==> src/rtl/lcd_text_pkg.sv <==
// ============================================================================
// Module  : lcd_text_pkg
// Brief   : Shared constants, state encoding and helpers for lcd_text_writer.
// Revision: 1.0
// ============================================================================
`default_nettype none

package lcd_text_pkg;

    localparam int NUM_CELLS = 32;
    localparam int LINE_LEN  = 16;

    localparam logic [7:0] PRINT_LO = 8'h20;
    localparam logic [7:0] PRINT_HI = 8'h7E;

    localparam logic [7:0] BLANK_DEF   = 8'h20;
    localparam logic [7:0] BS_CODE_DEF = 8'h08;
    localparam logic [7:0] NL_CODE_DEF = 8'h0D;
    localparam logic [7:0] FF_CODE_DEF = 8'h0C;

    typedef enum logic [1:0] {
        CLR_ALL  = 2'd0,
        CLR_LINE = 2'd1,
        IDLE     = 2'd2
    } state_t;

    function automatic logic is_printable(input logic [7:0] c);
        return (c >= PRINT_LO) && (c <= PRINT_HI);
    endfunction

endpackage

`default_nettype wire

==> src/rtl/lcd_text_writer.sv <==
// ============================================================================
// Module  : lcd_text_writer
// Brief   : Byte-stream to 2x16 character-LCD display-RAM writer with cursor,
//           backspace, newline and clear-screen handling.
// Revision: 1.0
// ============================================================================
`default_nettype none

module lcd_text_writer
    import lcd_text_pkg::*;
#(
    parameter logic [7:0] BLANK   = BLANK_DEF,
    parameter logic [7:0] BS_CODE = BS_CODE_DEF,
    parameter logic [7:0] NL_CODE = NL_CODE_DEF,
    parameter logic [7:0] FF_CODE = FF_CODE_DEF
) (
    input  logic       clk,
    input  logic       rst_n,
    input  logic [7:0] char_in,
    input  logic       char_valid,
    output logic       char_ready,
    output logic [7:0] lcd_din,
    output logic       lcd_w,
    output logic [4:0] lcd_wadd,
    output logic [4:0] cursor,
    output logic       busy
);

    state_t     r_state;
    logic [4:0] r_cnt;

    state_t     w_state;
    logic [4:0] w_cnt;
    logic [4:0] w_cursor;
    logic [4:0] w_wadd;
    logic [7:0] w_din;
    logic       w_w;
    logic       w_busy;
    logic       w_ready;
    logic       w_xfer;

    assign w_xfer = char_valid & char_ready;

    always_ff @(posedge clk or negedge rst_n) begin
        if (!rst_n) begin
            r_state    <= CLR_ALL;
            r_cnt      <= 5'd0;
            cursor     <= 5'd0;
            lcd_w      <= 1'b0;
            lcd_wadd   <= 5'd0;
            lcd_din    <= BLANK;
            busy       <= 1'b1;
            char_ready <= 1'b0;
        end else begin
            r_state    <= w_state;
            r_cnt      <= w_cnt;
            cursor     <= w_cursor;
            lcd_w      <= w_w;
            lcd_wadd   <= w_wadd;
            lcd_din    <= w_din;
            busy       <= w_busy;
            char_ready <= w_ready;
        end
    end

    always_comb begin
        w_state  = r_state;
        w_cnt    = r_cnt;
        w_cursor = cursor;
        w_w      = 1'b0;
        w_wadd   = lcd_wadd;
        w_din    = lcd_din;
        w_busy   = busy;

        case (r_state)
            CLR_ALL: begin
                w_w    = 1'b1;
                w_wadd = r_cnt;
                w_din  = BLANK;
                w_cnt  = r_cnt + 5'd1;
                if (r_cnt == 5'(NUM_CELLS - 1)) begin
                    w_state  = IDLE;
                    w_cursor = 5'd0;
                    w_busy   = 1'b0;
                end
            end

            CLR_LINE: begin
                w_w    = 1'b1;
                w_wadd = r_cnt;
                w_din  = BLANK;
                w_cnt  = r_cnt + 5'd1;
                // A line never crosses bit 4, so the line base is r_cnt[4].
                if (r_cnt[3:0] == 4'hF) begin
                    w_state  = IDLE;
                    w_cursor = {r_cnt[4], 4'b0000};
                    w_busy   = 1'b0;
                end
            end

            IDLE: begin
                if (w_xfer) begin
                    if (char_in == FF_CODE) begin
                        w_state = CLR_ALL;
                        w_cnt   = 5'd0;
                        w_busy  = 1'b1;
                    end else if (char_in == NL_CODE) begin
                        w_state = CLR_LINE;
                        w_cnt   = {~cursor[4], 4'b0000};
                        w_busy  = 1'b1;
                    end else if (char_in == BS_CODE) begin
                        if (cursor != 5'd0) begin
                            w_cursor = cursor - 5'd1;
                            w_w      = 1'b1;
                            w_wadd   = cursor - 5'd1;
                            w_din    = BLANK;
                        end
                    end else if (is_printable(char_in)) begin
                        w_w      = 1'b1;
                        w_wadd   = cursor;
                        w_din    = char_in;
                        w_cursor = cursor + 5'd1;
                    end
                end
            end

            default: begin
                w_state = CLR_ALL;
                w_cnt   = 5'd0;
                w_busy  = 1'b1;
            end
        endcase

        w_ready = (w_state == IDLE);
    end

endmodule

`default_nettype wire

==> config.mk <==
export PLATFORM = sky130hd
export DESIGN_NAME = lcd_text_writer
export DESIGN_NICKNAME = d
export VERILOG_FILES = /design/src/rtl/lcd_text_pkg.sv /design/src/rtl/lcd_text_writer.sv
export SDC_FILE = /design/constraint.sdc
export NUM_CORES = 1
export LEC_CHECK = 0
export BUFFER_PORTS_ARGS = -buffer_cell sky130_fd_sc_hd__buf_2
export CELL_PAD_IN_SITES_DETAIL_PLACEMENT = 0
export CELL_PAD_IN_SITES_GLOBAL_PLACEMENT = 2
export CORE_AREA = 5 5 78 80
export DETAILED_ROUTE_END_ITERATION = 12
export DIE_AREA = 0 0 83 85
export GPL_TIMING_DRIVEN = 0
export PLACE_DENSITY_LB_ADDON = 0.1
export SYNTH_ARGS = -nofsm -noshare
export SYNTH_HDL_FRONTEND = slang
export SYNTH_SLANG_ARGS = --single-unit
==> constraint.sdc <==
create_clock -name clk -period 2.25 [get_ports clk]
set_clock_uncertainty 0.05 [all_clocks]
set_input_delay 0 -clock clk [delete_from_list [all_inputs] [get_ports clk]]
set_output_delay 0 -clock clk [all_outputs]
set_load 0.02 [all_outputs]
==> impl_results.md <==
- Most frequent cell after synthesis: dfrtp_1
- Post-route minimum period: 2.12 ns
- Routed Antenna Nets: 0
- Clk sinks: 28
- Distinct cells, synth: 56
- Diode count: 0
- Setup violators final: 0
- Post-synth top cells: dfrtp_1, nand2_1, nor2_1, o21ai_0, inv_1
- Number of synthesized register bits: 28
- Largest net degree at the start of global routing: 29
- Vias in the first global route: 1,445
- Fin. Hold Viols: 0
- Data arrival, critical path: 2.27 ns
- Placed inst area: 0.00194 mm²
- Num ports: 32
- Die height: 85 µm
- Seq/Total Area, Yosys: 41.5%
- R2R cell count: 9
- Maximum clock path buffer count: 2
- WL/cell: 15.3 µm
- Peak supply drop: roughly 420 µV
- Post-synth EDFFs: 0
- Reg2Reg Setup Slack: 0.13 ns
- Setup TNS: 0 ns
- Global-route usage over all layers: 12.8%
- Hold WC Path Type: in2reg
- Synthesis Warnings: 0
- CTS tree: done
- Share of cells above drive strength 1: 26.5%
- CP Max Fanout: 7
- Initial Utilization: 31.7%
- RSZ-0062 raised after global routing: no
- Leakage: a little under 1 nW
- Slew @ Worst Pin: 0.660 ns
- Synthesized Nets: 201
- Finished Cell Area: 0.00211 mm²
- Number of nets in the layout: 247
- Fin crit share: a little over nine tenths
- Drt total wl: 4.56 mm
- First-pass GRT wire length: 7.37 mm
- Cell Rows: 27
- Maximum capacitance violations: 0
- Final Max Slew Viols: 0
- Top post-synthesis cells by area: dfrtp_1, ha_1, nand2_1, o21ai_0, dfstp_2
- Kind of critical path: reg2reg
- Htree depth: 1
- Vias: 1,466
- CP startpoint kind: flop
- Total congestion overflow: 0
- Pwr Density: 1160 mW/mm²
- Synthesized area per cell: 9.35 µm²
- Via/cell ratio: 4.92
- Core area: 0.00534 mm²
- Worst hold stages: 3
- Main synth FF type: dfrtp_1
- # DRC: 0
- Iter 0 DRT Violations: 32
- Post-Synthesis Cell Area: 0.00169 mm²
- Die area: 0.00706 mm²
- Relative slew slack: 56.0%
- Yosys top cell area share: 38.4%
- Leading area contributor after synthesis: dfrtp_1
- Ys async rst share: 100%
- Placer Congestion: 0.807
- Detailed Place HPWL: about 3.5 mm
- Upper clock frequency limit: roughly 470 MHz
- CP endpoint kind: flop
- Die Wd: 83 µm
- IO buf count: 31
- Worst path required time: 2.40 ns
- TritonCTS Buffers: 3
- Initial antenna violation count: 0
- Synthesis-to-layout area growth: 24.9%
- DRT Pass-1 Iters: 4
- Skew-Pair Late Insertion Delay: 0.28 ns
- Reg clk slew, reported paths: 0.10 ns
- Synth Instances: 181
- Root Buffer: clkbuf_8
- Status: completed
-- power breakdown --
part           leakage (nW)  switching [mW]  internal, mW
sequential            0.358           0.121         0.680
clock                0.0357           0.166         0.238
combinational         0.569           0.724         0.514
total                 0.962            1.01          1.43
-- state kept, by name, summed over array words and instances, names as in the netlist --
name,cells
char_ready,1
lcd_din,8
lcd_wadd,5
cursor,5
lcd_w,1
r_cnt,5
r_state,2
busy,1
-- cell usage in the layout, fill, tap and decap left out, types with 3 or more instances in the layout --
master,n
buf_2,32
nand2_1,25
dfrtp_1,25
o21ai_0,14
nor2_1,14
inv_1,12
ha_1,9
dlygate4sd3_1,6
nor3_1,5
nand3_1,5
a31oi_1,4
xnor2_1,4
buf_4,4
nand2b_1,3
o31ai_1,3
mux2i_1,3
a21o_1,3
clkbuf_8,3
-- critical path, cell delays in order (launching register included) --
cell and delay, ns:
dfrtp_2 0.44, ha_1 0.23, and3_2 0.25, ha_1 0.20, nand2b_1 0.15, o211a_1 0.16
o211ai_1 0.14, buf_4 0.20, a31oi_1 0.04, o21ai_0 0.17
-- logic make-up after synthesis --
group / synth area share (%)
flip-flops: 41.5
multiplexers: 3.10
XOR/XNOR: 2.59
AO/OA/AOI/OAI: 19.3
adder cells (fa/ha/maj): 6.65
AND/OR/NAND/NOR: 22.5
buffers and inverters: 4.29
-- what timing repair did --
item	CTS	global route
setup endpoints to repair	1	15
setup buffers	1	3
cloned	0	0
hold buffers	6	0
resized for setup	0	6
endpoints found under the hold margin	31	0
-- layer usage --
metal	track usage [%]	part of all wire, %
met1	16.9	49
met2	22.1	48
met3	1.84	2.1
met4	3.12	0.79
met5	0	0
-- area by class of cell --
cell class / count / area, µm²
Clock buffer: 3 / 41.3
Fill cell: 589 / 3220
Clock inverter: 1 / 30.0
Sequential cell: 28 / 704
Timing Repair Buffer: 41 / 245
Tap cell: 72 / 90.1
Inverter: 12 / 45.0
Multi-Input combinational cell: 136 / 930
Buffer: 5 / 28.8
-- path summary, 6_finish.rpt --
kind	end	startpoint
hold / removal	lcd_din[0]$_DFFE_PN0P_	char_in[0]
max in group asynchronous	r_cnt[0]$_DFFE_PN0P_	rst_n
setup / recovery	cursor[2]$_DFFE_PN0P_	r_cnt[0]$_DFFE_PN0P_
min in group asynchronous	lcd_din[4]$_DFFE_PN0P_	rst_n
hold reg to reg	lcd_din[5]$_DFFE_PN1P_	lcd_din[5]$_DFFE_PN1P_
setup reg to reg	cursor[2]$_DFFE_PN0P_	r_cnt[0]$_DFFE_PN0P_
-- through the flow --
| step | utilization [%] | hold WS (ns) | worst slack [ns] | total power [mW] | instances |
|---|---|---|---|---|---|
| floorplan | - | -0.346 | 0.200 | 1.64 | 181 |
| global placement | 36.3 | 0.00999 | 0.0338 | 1.97 | 284 |
| detailed placement | 36.3 | 0.0364 | 0.0264 | 2.00 | 284 |
| CTS | 38.9 | 0.00284 | 0.0364 | 2.43 | 295 |
| global route | 39.6 | 0.0227 | 0.0212 | 2.64 | 298 |
| finish | 39.6 | 0.00398 | 0.127 | 2.44 | 298 |
Note: power is estimated with default switching activity, not from simulation.
